`src/rtl/donkey_pkg.sv`:
```
// Shared game-logic types and geometry constants for the barrel scheduler.
// Geometry defaults describe the zig-zag path barrels follow down the screen.
package donkey_pkg;

    typedef enum logic [1:0] {
        ST_IDLE   = 2'd0,
        ST_WAIT   = 2'd1,
        ST_UPDATE = 2'd2,
        ST_SPAWN  = 2'd3
    } barrel_sched_state_t;

    localparam int SCREEN_WIDTH     = 1024;
    localparam int CHARACTER_WIDTH  = 64;
    localparam int CHARACTER_HEIGHT = 64;

    localparam int BARREL_SPAWN_PERIOD = 120;
    localparam int BARREL_SPAWN_X      = 100;
    localparam int BARREL_SPAWN_Y      = 150;
    localparam int BARREL_X_MIN        = 32;
    localparam int BARREL_X_MAX        = 960;
    localparam int BARREL_STEP         = 2;
    localparam int BARREL_DROP         = 96;
    localparam int BARREL_Y_LIMIT      = 700;

    // Keeps the right turn-around point such that a sprite never leaves the screen.
    function automatic int clamp_x_max(input int x_max);
        return (x_max > SCREEN_WIDTH - CHARACTER_WIDTH) ? SCREEN_WIDTH - CHARACTER_WIDTH : x_max;
    endfunction

endpackage

```
`src/rtl/barrel_slot_step.sv`:
```
// One frame of motion for a single barrel: roll, drop and reverse at walls,
// and flag the barrel for despawn once it passes the bottom limit.
module barrel_slot_step
    import donkey_pkg::*;
#(
    parameter int X_MIN   = BARREL_X_MIN,
    parameter int X_MAX   = BARREL_X_MAX,
    parameter int STEP    = BARREL_STEP,
    parameter int DROP    = BARREL_DROP,
    parameter int Y_LIMIT = BARREL_Y_LIMIT
) (
    input  logic [10:0] x,
    input  logic [10:0] y,
    input  logic        dir_left,
    output logic [10:0] x_next,
    output logic [10:0] y_next,
    output logic        dir_left_next,
    output logic        despawn
);

    always_comb begin
        x_next        = x;
        y_next        = y;
        dir_left_next = dir_left;
        if (!dir_left) begin
            // Widened compare so x+STEP cannot wrap near the top of the range.
            if (({1'b0, x} + 12'(STEP)) >= 12'(X_MAX)) begin
                x_next        = 11'(X_MAX);
                y_next        = y + 11'(DROP);
                dir_left_next = 1'b1;
            end else begin
                x_next = x + 11'(STEP);
            end
        end else begin
            if ({1'b0, x} <= 12'(X_MIN + STEP)) begin
                x_next        = 11'(X_MIN);
                y_next        = y + 11'(DROP);
                dir_left_next = 1'b0;
            end else begin
                x_next = x - 11'(STEP);
            end
        end
        despawn = (y_next >= 11'(Y_LIMIT));
    end

endmodule

```
`src/rtl/barrel_scheduler.sv`:
```
// Barrel slot table: per frame, steps each active slot one per cycle, then
// optionally spawns a new barrel into the lowest free slot.
module barrel_scheduler
    import donkey_pkg::*;
#(
    parameter int BARRELS      = 5,
    parameter int SPAWN_PERIOD = BARREL_SPAWN_PERIOD,
    parameter int SPAWN_X      = BARREL_SPAWN_X,
    parameter int SPAWN_Y      = BARREL_SPAWN_Y,
    parameter int X_MIN        = BARREL_X_MIN,
    parameter int X_MAX        = BARREL_X_MAX,
    parameter int STEP         = BARREL_STEP,
    parameter int DROP         = BARREL_DROP,
    parameter int Y_LIMIT      = BARREL_Y_LIMIT
) (
    input  logic                     clk,
    input  logic                     rst,
    input  logic                     start_game,
    input  logic                     animation,
    input  logic                     frame_tick,
    input  logic [BARRELS-1:0]       kill,
    output logic [BARRELS-1:0]       barrel,
    output logic [BARRELS-1:0][10:0] xpos,
    output logic [BARRELS-1:0][10:0] ypos,
    output logic                     busy,
    output logic                     spawned
);

    localparam int X_MAX_C = clamp_x_max(X_MAX);
    localparam int CNT_W   = $clog2(SPAWN_PERIOD + 1);
    localparam int IDX_W   = (BARRELS > 1) ? $clog2(BARRELS) : 1;
    localparam logic [CNT_W-1:0] CNT_LAST = CNT_W'(SPAWN_PERIOD - 1);
    localparam logic [IDX_W-1:0] IDX_LAST = IDX_W'(BARRELS - 1);

    barrel_sched_state_t state_q, state_d;
    logic [IDX_W-1:0]         idx_q, idx_d;
    logic [CNT_W-1:0]         cnt_q, cnt_d;
    logic [BARRELS-1:0]       dir_q, dir_d;
    logic [BARRELS-1:0]       barrel_q, barrel_d;
    logic [BARRELS-1:0][10:0] xpos_q, xpos_d;
    logic [BARRELS-1:0][10:0] ypos_q, ypos_d;
    logic                     busy_q, busy_d;
    logic                     spawned_q, spawned_d;

    logic [10:0]      step_x, step_y;
    logic             step_dir, step_despawn;
    logic             free_found;
    logic [IDX_W-1:0] free_idx;

    barrel_slot_step #(
        .X_MIN  (X_MIN),
        .X_MAX  (X_MAX_C),
        .STEP   (STEP),
        .DROP   (DROP),
        .Y_LIMIT(Y_LIMIT)
    ) u_step (
        .x            (xpos_q[idx_q]),
        .y            (ypos_q[idx_q]),
        .dir_left     (dir_q[idx_q]),
        .x_next       (step_x),
        .y_next       (step_y),
        .dir_left_next(step_dir),
        .despawn      (step_despawn)
    );

    always_comb begin
        free_found = 1'b0;
        free_idx   = '0;
        for (int k = BARRELS - 1; k >= 0; k--) begin
            if (!barrel_q[k]) begin
                free_found = 1'b1;
                free_idx   = IDX_W'(k);
            end
        end
    end

    always_ff @(posedge clk) begin
        if (rst) state_q <= ST_IDLE;
        else     state_q <= state_d;
    end

    always_comb begin
        state_d = state_q;
        if (!start_game) begin
            state_d = ST_IDLE;
        end else begin
            case (state_q)
                ST_IDLE:   state_d = ST_WAIT;
                ST_WAIT:   if (frame_tick && !animation) state_d = ST_UPDATE;
                ST_UPDATE: if (idx_q == IDX_LAST) state_d = ST_SPAWN;
                ST_SPAWN:  state_d = ST_WAIT;
                default:   state_d = ST_IDLE;
            endcase
        end
    end

    always_comb begin
        idx_d     = idx_q;
        cnt_d     = cnt_q;
        dir_d     = dir_q;
        barrel_d  = barrel_q;
        xpos_d    = xpos_q;
        ypos_d    = ypos_q;
        busy_d    = busy_q;
        spawned_d = 1'b0;
        if (!start_game || state_q == ST_IDLE) begin
            idx_d    = '0;
            cnt_d    = CNT_LAST;
            dir_d    = '0;
            barrel_d = '0;
            xpos_d   = '0;
            ypos_d   = '0;
            busy_d   = 1'b0;
        end else begin
            case (state_q)
                ST_WAIT: begin
                    if (frame_tick && !animation) begin
                        idx_d  = '0;
                        busy_d = 1'b1;
                    end
                end
                ST_UPDATE: begin
                    if (barrel_q[idx_q]) begin
                        xpos_d[idx_q] = step_x;
                        ypos_d[idx_q] = step_y;
                        dir_d[idx_q]  = step_dir;
                        if (step_despawn) barrel_d[idx_q] = 1'b0;
                    end
                    idx_d = idx_q + 1'b1;
                end
                ST_SPAWN: begin
                    // A full table holds the counter so the spawn retries next frame.
                    if (cnt_q == CNT_LAST) begin
                        if (free_found) begin
                            xpos_d[free_idx]   = 11'(SPAWN_X);
                            ypos_d[free_idx]   = 11'(SPAWN_Y);
                            dir_d[free_idx]    = 1'b0;
                            barrel_d[free_idx] = 1'b1;
                            spawned_d          = 1'b1;
                            cnt_d              = '0;
                        end
                    end else begin
                        cnt_d = cnt_q + 1'b1;
                    end
                    busy_d = 1'b0;
                end
                default: ;
            endcase
            barrel_d = barrel_d & ~kill;
        end
    end

    always_ff @(posedge clk) begin
        if (rst) begin
            idx_q     <= '0;
            cnt_q     <= CNT_LAST;
            dir_q     <= '0;
            barrel_q  <= '0;
            xpos_q    <= '0;
            ypos_q    <= '0;
            busy_q    <= 1'b0;
            spawned_q <= 1'b0;
        end else begin
            idx_q     <= idx_d;
            cnt_q     <= cnt_d;
            dir_q     <= dir_d;
            barrel_q  <= barrel_d;
            xpos_q    <= xpos_d;
            ypos_q    <= ypos_d;
            busy_q    <= busy_d;
            spawned_q <= spawned_d;
        end
    end

    assign barrel  = barrel_q;
    assign xpos    = xpos_q;
    assign ypos    = ypos_q;
    assign busy    = busy_q;
    assign spawned = spawned_q;

endmodule
```
`config.mk`:
```
export PLATFORM = sky130hd
export DESIGN_NAME = barrel_scheduler
export DESIGN_NICKNAME = d
export VERILOG_FILES = /design/src/rtl/donkey_pkg.sv /design/src/rtl/barrel_slot_step.sv /design/src/rtl/barrel_scheduler.sv
export SDC_FILE = /design/constraint.sdc
export NUM_CORES = 1
export LEC_CHECK = 0
export CAP_MARGIN = 15
export CORE_MARGIN = 3
export CORE_UTILIZATION = 27
export CTS_BUF_LIST = sky130_fd_sc_hd__clkbuf_8 sky130_fd_sc_hd__clkbuf_16
export DETAILED_ROUTE_END_ITERATION = 10
export DONT_BUFFER_PORTS = 1
export REMOVE_ABC_BUFFERS = 1
export SYNTH_ARGS = -nofsm -noshare
export SYNTH_HDL_FRONTEND = slang
export SYNTH_SLANG_ARGS = --single-unit
```
`constraint.sdc`:
```
create_clock -name clk -period 6.65 [get_ports clk]
set_clock_uncertainty 0.1 [all_clocks]
set_input_delay 0.9975 -clock clk [delete_from_list [all_inputs] [get_ports clk]]
set_output_delay 0.9975 -clock clk [all_outputs]
set_load 0.02 [all_outputs]
```
==> reports/qor.csv, run 1 <==
stage;metric;value;unit
run_status;outcome;finished, final reports clean;
floorplan;die height;164;um
sta;setup TNS;0;ns
pwr;Clk pwr share;53.8;%
floorplan;I/O pin cnt;127;
synth;post-synthesis sequential area ratio;39.6;%
clocking;clk sinks;134;
pwr;Logic pwr share;2.0;%
pwr;internal power;1.41;mW
sta;final hold viol count;0;
synth;largest family of logic cells by synthesized area;compound AO/OA/AOI/OAI gates;
final_layout;most frequent cells in the layout;150 x nor2_1, 132 x dfxtp_1, 91 x a22oi_1;
sta;FMAX;202;MHz
critical_path;Register-to-Register Path Depth;13;
pwr;sequential share of power;44.1;%
critical_path;startpoint types;flip-flop;
critical_path;Critical Path AT;5.17;ns
clocking;hold-fix buffers at CTS;0;
grt;antenna violations before repair;1;
route;Pre-antenna DRT Iters;5;
synth;Gate Count Post-Synth;808;
grt;Overall Global Routing Usage;19.1;%
min_path;Hold Path Class;flip-flop to flip-flop;
critical_path;Crit Path Class;flip-flop to flip-flop;
synth;post-synthesis xor/xnor area fraction;2.56;%
route;wire per inst;23.1;um
sta;Final min period;4.94;ns
place;post-DP HPWL;18400;um
grt;Global Route met1 Usage;23.9;%
route;vias;6409;
floorplan;row count;57;
final_layout;ant diodes;0;
critical_path;Worst EP required;6.87;ns
synth;Area contributors post-synth;dfxtp_1 40%, a22oi_1 10%, nor2_1 8.3%, mux2i_1 3.4%, a21oi_1 3.2%;
min_path;hold_sp;dir_q[0];
grt;GR Util met3;8.38;%
clocking;setup bufs post-CTS;0;
synth;unique cell type count in the Yosys netlist;75;
critical_path;Critical Path Slowest Stage Cell;dfxtp_2;
clocking;Bufs on Longest Clock Path;2;
synth;cell accounting for the most synthesized area;dfxtp_1;
synth;FF+latch count, synth;134;
critical_path;r2r endpoint;barrel[4];
pwr;peak supply drop;0.137;mV
grt;first-pass GRT wire length;39200;um
run;max-cap violation count;0;
place;Setup WS pre-CTS;1.78;ns
critical_path;worst setup path end;barrel[4];
sta;final setup violation count;0;
clocking;Worst-path clk slew;0.06;ns
pwr;Power Density;237;mW/mm^2
clocking;Inserted Clock Buffers;17;
critical_path;Crit. End Element;flip-flop;
floorplan;die outline width;164;um
synth;Yosys top cell area share;39.6;%
floorplan;die area;0.0271;mm^2
synth;synthesized area;0.00678;mm^2
pwr;Pleak;2.53;nW
synth;EDFF count, synth;0;
synth;mux share of post-synthesis cell area;5.44;%
synth;ys flop type;dfxtp_1;
floorplan;Core Footprint;0.0245;mm^2
route;Routed Antenna Nets;0;
grt;busiest grt layer;met2;
clocking;Clock H-tree levels;4;
place;Final Wtd Congestion;0.893;
final_layout;Area growth, synth to finish;13.3;%
critical_path;Max FO, Critical Path;37;
critical_path;CP Cell Sequence;mux2_1 -> a21oi_1 -> o22a_1 -> ha_1 -> o221ai_1 -> a211o_1 -> a2111o_1 -> nand2_4 -> o21ai_2 -> or4_1 -> xnor2_2 -> a221o_2 -> a2111oi_2;
sta;RSZ-0062 raised after global routing;no;
route;Total Wirelength;26000;um
route;Vias/cell;5.71;
pwr;Sw Pwr;0.420;mW
clocking;CTS tree;built;
critical_path;Crit. Startpoint;idx_q[2];
critical_path;R2R Setup Slk;1.71;ns
synth;Synth Area in Compound Gates;28.1;%
sta;Slew Limit Fails;0;
critical_path;CP peak stage delay;0.81;ns
synth;simple logic cell fraction of the synthesized area;17.5;%
clocking;post_cts resized;0;
synth;warnings from Yosys;0;
clocking;Root Buffer;clkbuf_16;
sta;Final WS setup;1.71;ns
final_layout;# nets final;807;
synth;Post-Synth Adder-Cell Area;2.03;%
sta;worst slew pin tran;1.25;ns
sta;Tcrit/Tclk final;74.3;%
grt;largest net degree at the start of global routing;57;
floorplan;Initial Util;27.6;%
synth;average size of a mapped cell;8.39;um^2
route;1st-iter DRT viols;560;
final_layout;fraction of layout cells with a size suffix above 1;9.14;%
route;DR DRC count;0;
grt;vias in the first global route;6136;
pwr;Sw Ratio;23.0;%
final_layout;most common cell after layout, fill and taps aside;nor2_1;
place;port bufs;0;
clocking;latest clock arrival within the worst-skew pair;0.43;ns
synth;Async SR Flop Fraction;0;%
grt;grt met2 use;29.6;%
sta;Max transition margin;16.8;%
critical_path;RR Startpoint;idx_q[2];
grt;grt total ovfl;0;
-- worst max-delay path, delay by kind of cell, from the launching register on --
| family | cells | cell delay, ns |
|---|---|---|
| flops | 1 | 0.81 |
| fa+ha+maj | 1 | 0.22 |
| mux | 1 | 0.38 |
| simple gates | 2 | 0.73 |
| xor+xnor | 1 | 0.21 |
| compound gates | 8 | 2.37 |
-- synth_stat cells, drive strengths merged (7+ instances only) --
library cell  instances
mux2i                23
clkbuf               42
nand3b                8
nand2                32
and2                  8
inv                  17
dfxtp               134
o22ai                17
xor2                  8
a31oi                15
o22a                  7
a21oi                44
nor3                 19
buf                  16
xnor2                11
and3                 10
o21ai                39
nor2                150
a22oi                91
ha                   11
-- state kept, by name, indices dropped and copies added, names as in the netlist --
| register | count |
|---|---|
| xpos | 55 |
| ypos | 55 |
| cnt_q | 7 |
| barrel | 5 |
| dir_q | 5 |
| idx_q | 3 |
| state_q | 2 |
| busy | 1 |
| spawned | 1 |
-- how the worst min path moves through the flow --
stage	end	slack, ns	depth (start not counted)
finish	dir_q[0]	0.40	2
global route	dir_q[0]	0.44	2
CTS	dir_q[0]	0.40	2
detailed placement	dir_q[0]	0.39	2
global placement	dir_q[0]	0.38	2
floorplan	dir_q[0]	0.36	2
-- power groups by stage --
stage | sequential (mW) | clock [mW] | combinational (mW)
floorplan | 0.823 | 0 | 0.0225
global placement | 0.823 | 0 | 0.0357
detailed placement | 0.823 | 0 | 0.0357
CTS | 0.805 | 0.993 | 0.0359
global route | 0.805 | 1.03 | 0.0405
finish | 0.805 | 0.982 | 0.0373
-- layer usage --
layer  vias to the layer above  routed length [um]
met5                         -                   7
met4                         2                 562
met3                        44                3060
met2                       297               11800
met1                      3115               10500
li1                       2951                   -
-- final cells by class --
class                           instances  area (um^2)
Fill cell                            2615        16800
Multi-Input combinational cell        596         3780
Sequential cell                       134         2690
Clock buffer                           17          425
Tap cell                              324          405
Clock inverter                         15          178
Timing Repair Buffer                   17          135
Inverter                               20         75.1
-- cell families (layout without fill, tap and decap cells) --
logic type	Yosys count	in the layout
muxes	32	32
and+or+nand+nor	262	262
DFF	134	134
xor gates and xnor gates	19	19
adders and majority gates	11	11
AOI/OAI and AO/OA	272	272
buffers and inverters	78	69
-- per-stage QoR --
step | cells | total power [mW] | instance area [um^2] | utilization (%) | hold WS (ns)
5_1_grt | 1123 | 1.88 | 7680 | 31.3 | 0.437
4_1_cts | 1122 | 1.83 | 7670 | 31.3 | 0.404
3_3_place_gp | 1090 | 0.859 | 7070 | 28.8 | 0.382
2_1_floorplan | 750 | 0.845 | 6540 | - | 0.365
6_report | 1123 | 1.82 | 7680 | 31.3 | 0.403
3_5_place_dp | 1090 | 0.859 | 7070 | 28.8 | 0.385
Power figures use the tool's default switching activity.
==> inputs of run 2 (changes only) <==
==> constraint.sdc (replaced) <==
create_clock -name clk -period 5.1 [get_ports clk]
set_clock_uncertainty 0.1 [all_clocks]
set_input_delay 0.765 -clock clk [delete_from_list [all_inputs] [get_ports clk]]
set_output_delay 0.765 -clock clk [all_outputs]
set_load 0.02 [all_outputs]
==> reports/qor.csv, run 2 (synthesized netlist as in run 1, its figures left out) <==
stage;metric;value;unit;change
run_status;outcome;finished, final reports clean;;
grt;antenna violations before repair;0;;-1
clocking;hold-fix buffers at CTS;0;;unchanged
grt;vias in the first global route;6001;;-2.2%
clocking;Root Buffer;clkbuf_16;;
clocking;Clock H-tree levels;4;;unchanged
critical_path;Max FO, Critical Path;20;;-46%
critical_path;Crit. Startpoint;idx_q[0];;
floorplan;Core Footprint;0.0245;mm^2;unchanged
final_layout;most common cell after layout, fill and taps aside;nor2_1;;
sta;final hold viol count;0;;unchanged
run;max-cap violation count;0;;unchanged
critical_path;startpoint types;flip-flop;;
grt;grt total ovfl;0;;unchanged
floorplan;die area;0.0271;mm^2;unchanged
clocking;Inserted Clock Buffers;17;;unchanged
clocking;clk sinks;134;;unchanged
clocking;setup bufs post-CTS;0;;unchanged
sta;Slew Limit Fails;0;;unchanged
final_layout;# nets final;824;;+2.1%
critical_path;Crit Path Class;flip-flop to flip-flop;;
sta;RSZ-0062 raised after global routing;no;;
min_path;hold path depth;1;;-1
pwr;peak supply drop;0.194;mV;+42%
floorplan;die outline width;164;um;unchanged
route;DR DRC count;0;;unchanged
final_layout;Area growth, synth to finish;14.6;%;
route;wire per inst;22.7;um;-1.6%
final_layout;most frequent cells in the layout;150 x nor2_1, 132 x dfxtp_1, 91 x a22oi_1;;
route;Vias/cell;5.65;;-1.0%
clocking;CTS tree;built;;
min_path;Hold Path Class;primary input to flip-flop;;
clocking;post_cts resized;0;;unchanged
critical_path;Critical Path AT;4.86;ns;-0.31 ns
critical_path;r2r endpoint;barrel[0];;
sta;FMAX;216;MHz;+6.5%
place;port bufs;0;;unchanged
critical_path;crit-path leading delay family;compound AO/OA/AOI/OAI gates;;
floorplan;row count;57;;unchanged
final_layout;final core occ;31.7;%;+0.36 points
min_path;Hold Path End;barrel[2];;
place;Final Wtd Congestion;0.925;;+3.6%
grt;Overall Global Routing Usage;19.0;%;-0.068 points
route;Total Wirelength;25900;um;-0.12%
route;1st-iter DRT viols;572;;+2.1%
grt;first-pass GRT wire length;38700;um;-1.2%
route;vias;6440;;+0.48%
final_layout;fraction of layout cells with a size suffix above 1;11.2;%;+2.0 points
place;post-DP HPWL;18600;um;+1.1%
critical_path;Crit. End Element;flip-flop;;
critical_path;Critical Path Slowest Stage Cell;dfxtp_2;;
critical_path;RR Startpoint;idx_q[0];;
critical_path;CP peak stage delay;0.62;ns;-0.19 ns
route;Routed Antenna Nets;0;;unchanged
sta;final setup violation count;0;;unchanged
critical_path;Register-to-Register Path Depth;13;;unchanged
sta;worst slew pin tran;1.20;ns;-0.0501 ns
clocking;Worst-path clk slew;0.06;ns;about the same
critical_path;crit path buf inv count;1;;+1
clocking;latest clock arrival within the worst-skew pair;0.44;ns;about the same
pwr;Power Density;295;mW/mm^2;+24%
pwr;Pleak;2.59;nW;+2.3%
critical_path;Worst EP required;5.32;ns;-1.55 ns
sta;Hold Slack;0.293;ns;-0.111 ns
sta;Max transition margin;20.1;%;+3.3 points
critical_path;CP Cell Sequence;mux2_2 -> a32o_1 -> nor2_1 -> ha_1 -> inv_1 -> a211o_1 -> a2111o_1 -> nand2_4 -> o21ai_2 -> or4_1 -> xnor2_2 -> a221o_2 -> a2111oi_2;;
final_layout;ant diodes;0;;unchanged
sta;Final min period;4.64;ns;-0.301 ns
critical_path;R2R Setup Slk;0.46;ns;-1.25 ns
min_path;hold_sp;kill[2];;
route;Pre-antenna DRT Iters;5;;unchanged
floorplan;I/O pin cnt;127;;unchanged
clocking;Bufs on Longest Clock Path;2;;unchanged
floorplan;die height;164;um;unchanged
grt;largest net degree at the start of global routing;64;;+12%
sta;Tcrit/Tclk final;91.0;%;+17 points
floorplan;Initial Util;27.6;%;unchanged
[run 2: per-stage QoR]
step / TNS [ns] / setup WS [ns] / power [mW] / area, um^2 / instances
after floorplan: -1.03 / -0.207 / 1.10 / 6540 / 750
final: 0 / 0.460 / 2.30 / 7770 / 1140
after detailed placement: 0 / 0.488 / 1.12 / 7200 / 1108
after global placement: 0 / 0.561 / 1.12 / 7200 / 1108
after CTS: 0 / 0.466 / 2.31 / 7770 / 1140
after global routing: 0 / 0.244 / 2.36 / 7770 / 1140
[run 2: worst max-delay path by stage]
stage | to | slack, ns | depth (start not counted)
after global routing | barrel[0] | 0.24 | 13
after floorplan | barrel[4] | -0.21 | 14
after global placement | barrel[0] | 0.56 | 13
after detailed placement | barrel[0] | 0.49 | 13
after CTS | barrel[0] | 0.47 | 13
final | barrel[0] | 0.46 | 13
[run 2: layout make-up]
class,instances,area [um^2]
Multi-Input combinational cell,596,3780
Sequential cell,134,2690
Timing Repair Buffer,34,255
Clock inverter,15,145
Tap cell,324,405
Fill cell,2635,16800
Clock buffer,17,425
Inverter,20,75.1
[run 2: metal layers]
metal | GRT usage [%] | wire length (um)
met5 | 0 | 0
met4 | 6.67 | 634
met3 | 7.00 | 2800
met2 | 29.8 | 11800
met1 | 24.2 | 10700
[run 2: where the power goes]
part / internal, mW / switching (mW)
sequential: 1.05 / 0.00206
combinational: 0.0114 / 0.0360
clock: 0.680 / 0.518
total: 1.74 / 0.556
==> inputs of run 3 (changes only) <==
==> constraint.sdc (replaced) <==
create_clock -name clk -period 4.1 [get_ports clk]
set_clock_uncertainty 0.1 [all_clocks]
set_input_delay 0.615 -clock clk [delete_from_list [all_inputs] [get_ports clk]]
set_output_delay 0.615 -clock clk [all_outputs]
set_load 0.02 [all_outputs]
==> reports/qor.csv, run 3 (synthesized netlist as in run 1, its figures left out) <==
stage;metric;value;unit;change
clocking;Clock H-tree levels;4;;unchanged
critical_path;Crit Path Class;flip-flop to flip-flop;;
place;Final Wtd Congestion;0.960;;+3.7%
critical_path;Crit. End Element;flip-flop;;
min_path;Hold Path Class;primary input to flip-flop;;
grt;vias in the first global route;6274;;+4.5%
sta;FMAX;252;MHz;+17%
place;DP Area;0.00765;mm^2;+6.3%
clocking;Bufs on Longest Clock Path;2;;unchanged
clocking;CTS tree;built;;
sta;worst slew pin tran;1.20;ns;-0.00254 ns
grt;antenna violations before repair;0;;unchanged
clocking;clk sinks;134;;unchanged
sta;Hold Slack;0.142;ns;-0.151 ns
critical_path;CP Cell Sequence;buf_4 -> buf_4 -> mux2i_1 -> mux2i_1 -> nor3_1 -> o21bai_1 -> a2111o_1 -> nand2_4 -> o21ai_2 -> or4_4 -> xnor2_2 -> a221o_2 -> a2111oi_2;;
final_layout;Area growth, synth to finish;24.1;%;
sta;Max transition margin;19.7;%;-0.37 points
grt;Overall Global Routing Usage;19.3;%;+0.30 points
sta;Slew Limit Fails;0;;unchanged
sta;Final min period;3.97;ns;-0.667 ns
critical_path;Critical Path AT;4.20;ns;-0.66 ns
floorplan;die height;164;um;unchanged
route;Vias/cell;5.60;;-0.90%
sta;Tcrit/Tclk final;96.9;%;+5.9 points
critical_path;Critical Path Slowest Stage Cell;or4_4;;
route;1st-iter DRT viols;734;;+28%
final_layout;fraction of layout cells with a size suffix above 1;19.0;%;+7.9 points
grt;first-pass GRT wire length;39500;um;+2.0%
floorplan;Initial Util;27.6;%;unchanged
critical_path;Max FO, Critical Path;12;;-40%
floorplan;I/O pin cnt;127;;unchanged
floorplan;Core Footprint;0.0245;mm^2;unchanged
grt;grt total ovfl;0;;unchanged
run_status;outcome;finished, final reports clean;;
clocking;Root Buffer;clkbuf_16;;
pwr;Pleak;2.95;nW;+14%
route;Total Wirelength;27000;um;+4.2%
final_layout;most frequent cells in the layout;148 x nor2_1, 131 x dfxtp_1, 91 x a22oi_1;;
critical_path;Worst EP required;4.32;ns;-1.00 ns
clocking;Inserted Clock Buffers;17;;unchanged
place;post-DP HPWL;19300;um;+3.8%
final_layout;final instance area;0.00841;mm^2;+8.2%
final_layout;ant diodes;0;;unchanged
place;port bufs;0;;unchanged
route;vias;6701;;+4.1%
final_layout;# nets final;881;;+6.9%
sta;final hold viol count;0;;unchanged
sta;final setup violation count;0;;unchanged
route;DR DRC count;0;;unchanged
route;Pre-antenna DRT Iters;7;;+2
final_layout;most common cell after layout, fill and taps aside;nor2_1;;
floorplan;die outline width;164;um;unchanged
clocking;Worst-path clk slew;0.06;ns;about the same
pwr;peak supply drop;0.238;mV;+22%
grt;largest net degree at the start of global routing;77;;+20%
floorplan;die area;0.0271;mm^2;unchanged
route;wire per inst;22.6;um;-0.75%
critical_path;startpoint types;flip-flop;;
pwr;Power Density;359;mW/mm^2;+22%
floorplan;row count;57;;unchanged
critical_path;CP peak stage delay;0.50;ns;-0.12 ns
run;max-cap violation count;0;;unchanged
route;Routed Antenna Nets;0;;unchanged
clocking;latest clock arrival within the worst-skew pair;0.43;ns;about the same
run 3: cell count changes in the layout (fill, tap and decap cells not counted), sizes merged:
cell	previous run	this run
clkinvlp	4	1
clkinv	6	9
buf	34	89
inv	24	21
clkbuf	17	19
bufinv	1	4
run 3: critical path: cells and delay by family (launching register included):
family / cells / cell delay, ns
flip-flops: 1 / 0.38
buffers and inverters: 2 / 0.50
AND/OR/NAND/NOR: 3 / 0.78
multiplexers: 2 / 0.46
AO/OA/AOI/OAI: 5 / 1.49
XOR/XNOR: 1 / 0.15
run 3: area by class of cell:
cell class                      instances  area, um^2
Fill cell                            2565       16100
Tap cell                              324         405
Clock inverter                         15         200
Clock buffer                           17         425
Multi-Input combinational cell        596        3870
Sequential cell                       134        2690
Timing Repair Buffer                   91         743
Inverter                               20        75.1
run 3: repair_timing:
action                                  4_1_cts  5_1_grt
endpoints found under the setup margin        5        5
buffers inserted                              0        1
gates resized for setup                       2       25
hold buffers                                  0        0
pin swaps                                     0        5
endpoints found under the hold margin         0        0
cloned                                        0        1
run 3: report_power, final:
| group | internal, mW | total [mW] | switching [mW] | leakage, nW |
|---|---|---|---|---|
| clock network | 1.02 | 1.65 | 0.632 | 0.308 |
| registers | 1.30 | 1.30 | 0.00228 | 1.08 |
| logic | 0.0177 | 0.0646 | 0.0469 | 1.56 |
run 3: final timing paths:
kind / from / to / slack (ns) / depth (start not counted)
setup reg to reg: idx_q[0] / barrel[4] / 0.13 / 13
setup / recovery: idx_q[0] / barrel[4] / 0.13 / 13
hold / removal: kill[0] / barrel[0] / 0.14 / 1
hold reg to reg: dir_q[0] / dir_q[0] / 0.42 / 2
run 3: metal layers:
metal,up-vias,track usage [%],part of all wire (%)
met3,48,6.30,9.4
met1,3269,25.1,43
met4,0,6.52,2.7
met2,299,30.3,45
li1,3085,-,-
met5,-,0,0
run 3: stage by stage:
stage               instances  utilization, %  power (mW)  setup TNS (ns)  setup slack (ns)
floorplan                 750               -        1.37          -26.91             -1.21
global placement         1163            31.2        1.40               0           0.00220
detailed placement       1163            31.2        1.40          -0.255           -0.0564
CTS                      1195            33.8        3.04               0            0.0407
global route             1197            34.3        3.10         -0.0450           -0.0180
finish                   1197            34.3        3.02               0             0.127
